<file path="src/rtl/shift_reg_en_pkg.sv">
// rtl/shift_reg_en_pkg.sv - op encodings shared by the staging pipeline
package shift_reg_en_pkg;

  localparam logic [1:0] OP_HOLD  = 2'b00;
  localparam logic [1:0] OP_SHIFT = 2'b01;
  localparam logic [1:0] OP_LOAD  = 2'b10;
  localparam logic [1:0] OP_CLR   = 2'b11;

endpackage

</file>
<file path="src/rtl/dff_en_w.sv">
// rtl/dff_en_w.sv - WIDTH-bit enabled register with synchronous reset
module dff_en_w #(
  parameter int WIDTH = 8
) (
  input  logic             clk,
  input  logic             rst,
  input  logic             en,
  input  logic [WIDTH-1:0] d,
  output logic [WIDTH-1:0] q
);

  always_ff @(posedge clk) begin
    if (rst) begin
      q <= '0;
    end else if (en) begin
      q <= d;
    end
  end

endmodule

</file>
<file path="src/rtl/shift_reg_en.sv">
// rtl/shift_reg_en.sv - enable-gated DEPTH-stage pipeline with load, clear and fill tracking
module shift_reg_en
  import shift_reg_en_pkg::*;
#(
  parameter int WIDTH = 8,
  parameter int DEPTH = 4
) (
  input  logic                       clk,
  input  logic                       reset,
  input  logic                       en,
  input  logic [1:0]                 op,
  input  logic [WIDTH-1:0]           d,
  input  logic [WIDTH*DEPTH-1:0]     d_par,
  output logic [WIDTH-1:0]           q,
  output logic [WIDTH*DEPTH-1:0]     q_all,
  output logic                       q_valid,
  output logic [$clog2(DEPTH+1)-1:0] fill_cnt,
  output logic                       full
);

  localparam int CW = $clog2(DEPTH+1);
  localparam logic [CW-1:0] DEPTH_C = CW'(DEPTH);

  logic             stage_rst;
  logic             stage_en;
  logic [DEPTH-1:0] valid;
  logic [DEPTH-1:0] valid_sh;

  // clear shares the reset path so both behave identically
  assign stage_rst = reset | (en & (op == OP_CLR));
  assign stage_en  = en & ((op == OP_SHIFT) | (op == OP_LOAD));

  for (genvar gi = 0; gi < DEPTH; gi++) begin : g_stage
    logic [WIDTH-1:0] shift_in;
    logic [WIDTH-1:0] din;

    if (gi == 0) begin : g_head
      assign shift_in = d;
    end else begin : g_body
      assign shift_in = q_all[WIDTH*(gi-1) +: WIDTH];
    end

    assign din = (op == OP_LOAD) ? d_par[WIDTH*gi +: WIDTH] : shift_in;

    dff_en_w #(.WIDTH(WIDTH)) u_stage (
      .clk (clk),
      .rst (stage_rst),
      .en  (stage_en),
      .d   (din),
      .q   (q_all[WIDTH*gi +: WIDTH])
    );
  end

  always_comb begin
    valid_sh    = valid << 1;
    valid_sh[0] = 1'b1;
  end

  always_ff @(posedge clk) begin
    if (stage_rst) begin
      valid    <= '0;
      fill_cnt <= '0;
    end else if (en) begin
      case (op)
        OP_SHIFT: begin
          valid <= valid_sh;
          if (fill_cnt != DEPTH_C) begin
            fill_cnt <= fill_cnt + CW'(1);
          end
        end
        OP_LOAD: begin
          valid    <= '1;
          fill_cnt <= DEPTH_C;
        end
        default: begin
        end
      endcase
    end
  end

  assign q       = q_all[WIDTH*(DEPTH-1) +: WIDTH];
  assign q_valid = valid[DEPTH-1];
  assign full    = (fill_cnt == DEPTH_C);

endmodule

</file>
<file path="config.mk">
export PLATFORM = sky130hd
export DESIGN_NAME = shift_reg_en
export DESIGN_NICKNAME = d
export VERILOG_FILES = /design/src/rtl/shift_reg_en_pkg.sv /design/src/rtl/dff_en_w.sv /design/src/rtl/shift_reg_en.sv
export SDC_FILE = /design/constraint.sdc
export NUM_CORES = 1
export LEC_CHECK = 0
export CORE_AREA = 5 5 78 80
export CTS_BUF_LIST = sky130_fd_sc_hd__clkbuf_8
export DETAILED_ROUTE_END_ITERATION = 8
export DIE_AREA = 0 0 83 85
export MAX_ROUTING_LAYER = met4
export PLACE_DENSITY = 0.74
export REMOVE_ABC_BUFFERS = 1
export SLEW_MARGIN = 20
export SYNTH_ARGS = -nofsm -noshare
export SYNTH_HDL_FRONTEND = slang
export SYNTH_SLANG_ARGS = --single-unit
</file>
<file path="constraint.sdc">
create_clock -name clk -period 1.4 [get_ports clk]
set_input_delay 0.21 -clock clk [delete_from_list [all_inputs] [get_ports clk]]
set_output_delay 0.21 -clock clk [all_outputs]
set_load 0.01 [all_outputs]
</file>
==> reports/results.ini <==
[power]
p_leak_nw=1.36
combPwrFrac_pct=26.5
p_int_mw=2.08
p_total_mw=2.84
powerDensity_nw_per_um2=907
ir_worst_vdd_mv=0.448
pwr-share-seq_pct=43.9
switchingPower_mw=0.764
switching_share_pct=26.9
clockPowerShare_pct=29.6

[synthesis]
yosys.area.top_type_share_pct=41.5
syn-cell-area_sq_um=1880
synthTopCellsByArea=dfxtp_1 41%, mux2i_1 17%, a211oi_1 14%, nor2_1 8.2%, buf_4 5.6%
netlist_instances=196
synth.distinct_cells=24
ys_ff_latch=39
ys_seq_area_share_pct=41.5
avgSynthCellArea_sq_um=9.61
ys_warn_count=0
yosys.area.top_type=dfxtp_1

[floorplan]
placement_rows=27
die_area_sq_um=7060
die_h_microns=85
num_io_pins=90
fp.coreArea_sq_um=5340
initial_core_util_pct=35.3
fp.dieW_microns=83

[setup_path]
worstPathArrival_ns=1.57
critical_path_class=reg -> reg
r2r_setup_slack_ns=0.05
crit_fanout=4
ff2ff_path_depth=5
critPathCaptureType=flip-flop
crit-reg2reg-capture=fill_cnt[1]$_SDFFE_PP0P_
r2r_start=fill_cnt[0]$_SDFFE_PP0P_
worstSetupStartpointType=flip-flop
crit_required_ns=1.62

[routing]
num_vias=1734
drtAntennaViolNets=0
route.detailed.drc=0
drt-initial-drc-count=56
routed_wl_mm=5.17
detail_route.wl_per_cell_microns=14.4
vias_per_cell=4.82
drt_first_pass_iters=4

[global_routing]
grt_pass1_vias=1750
met3_usage_pct=3.50
grt_first_pass_wirelength_mm=8.37
grt_max_degree=25
global_route.overflow_total=0
grt_use_met2_pct=26.3
grtUsageTotal_pct=14.7
grt.busiest_layer=met2
grt_antenna_before_repair=0
grtUsageMet1_pct=15.8

[run_status]
run_status=finished, final reports clean

[sta]
drv_slew=0
finalSetupViolations=0
min_period_ns=1.35
finalClockSkew_ns=0.00433
clock.fmax_ghz=0.739
hold_viol=0
maxSlewHeadroom_pct=85.2
rsz0062_at_grt=yes
tightest_slew_ns=0.216
post-route-period-util_pct=96.6

[job]
max_cap_viol_count=0

[clock_network]
root_buffer=clkbuf_8
cts.path.max_buffers=2
htree_levels=2
tritoncts=yes
cts_hold_buf=0
clkLatencyLatePin_ns=0.29
clk_pin_slew_ns=0.08
clock_sinks=39
cts_buffers=5

[min_path]
worstHoldStart=valid[0]$_SDFFE_PP0P_
hp-class=reg -> reg
whs_path_depth=2
min_to=valid[0]$_SDFFE_PP0P_

[placed_design]
numPortBuffers=89
dp_hpwl_mm=3.50
place.gp.congestion=0.704

[layout]
final_cell_mix=43 x dlygate4sd2_1, 42 x clkdlybuf4s50_1, 41 x nor2_1
final_common_cell=dlygate4sd2_1
antenna_cells=0
layout.nets=338
drive_gt1_share_pct=16.0
fin_util_pct=58.6
syn_to_final_growth_pct=66.2

power by group through the flow:
stage / clock (mW) / combinational (mW) / sequential (mW)
3_5_place_dp: 0 / 0.725 / 1.28
2_1_floorplan: 0 / 0.262 / 1.32
4_1_cts: 0.873 / 0.732 / 1.25
5_1_grt: 0.920 / 0.817 / 1.26
6_report: 0.842 / 0.751 / 1.25
3_3_place_gp: 0 / 0.712 / 1.27
worst max-delay path: stages, from the launching register on:
cell and delay (ns):
dfxtp_2 0.34, inv_2 0.04, ha_4 0.15, and3_4 0.17, or4b_4 0.48, a21oi_2 0.12
worst max-delay path by stage:
stage | from | to | cells after the start
floorplan | op[0] | g_stage[0].u_stage.q[0]$_SDFFE_PP0P_ | 4
finish | fill_cnt[0]$_SDFFE_PP0P_ | fill_cnt[1]$_SDFFE_PP0P_ | 5
detailed placement | op[0] | valid[3]$_SDFFE_PP0P_ | 7
global placement | op[1] | fill_cnt[1]$_SDFFE_PP0P_ | 6
global route | fill_cnt[1]$_SDFFE_PP0P_ | fill_cnt[1]$_SDFFE_PP0P_ | 5
CTS | op[0] | g_stage[1].u_stage.q[1]$_SDFFE_PP0P_ | 8
final cells by class:
type                            instances  area [sq um]
Fill cell                             512          2210
Timing Repair Buffer                  108          1140
Multi-Input combinational cell        129           993
Sequential cell                        39           783
Clock buffer                            7          96.3
Tap cell                               72          90.1
Inverter                                4          15.0
Clock inverter                          1          7.51
through the flow:
stage | hold WS, ns | std cells | setup slack, ns | TNS (ns) | cell area [sq um]
floorplan | 0.441 | 172 | -1.89 | -68.64 | 1720
global placement | 0.451 | 346 | -0.446 | -16.21 | 2880
detailed placement | 0.464 | 346 | -0.544 | -18.96 | 2880
CTS | 0.485 | 359 | 0.00378 | 0 | 3040
global route | 0.531 | 360 | -0.0178 | -0.0178 | 3130
finish | 0.487 | 360 | 0.0469 | 0 | 3130
routing by layer:
metal / vias up / part of all wire, %
met5: - / 0
met4: 0 / 1.4
li1: 868 / -
met1: 814 / 41
met3: 7 / 4.4
met2: 45 / 53
synth_stat cells, drive strengths merged:
library cell and instances:
and3 1, clkbuf 2, nand2 1, mux2i 32, or4 1, a21o 1, nor4 1, and2 1
buf 22, inv 4, dfxtp 39, nor2 41, nor2b 1, ha 6, a211oi 35, nor3b 1
o21bai 1, or4b 1, a21oi 2, o21ai 3
kinds of logic (layout without fill, tap and decap cells):
kind of cell	after synthesis	in the layout	synth area share [%]
AOI/OAI and AO/OA	42	42	16.5
adders and majority gates	6	6	3.99
buffers and inverters	28	120	9.57
DFF	39	39	41.5
muxes	32	32	17.0
and+or+nand+nor	49	49	11.5
sequential cells by signal, summed over array words and instances, names as in the netlist:
name / cells
g_stage.u_stage.q: 32
fill_cnt: 3
valid: 4
repair_timing:
item	CTS	global route
gates cloned	3	1
setup buffers	2	0
pin swaps	1	0
setup endpoints to repair	83	35
gates resized for setup	52	14
Note: power is estimated with default switching activity, not from simulation.
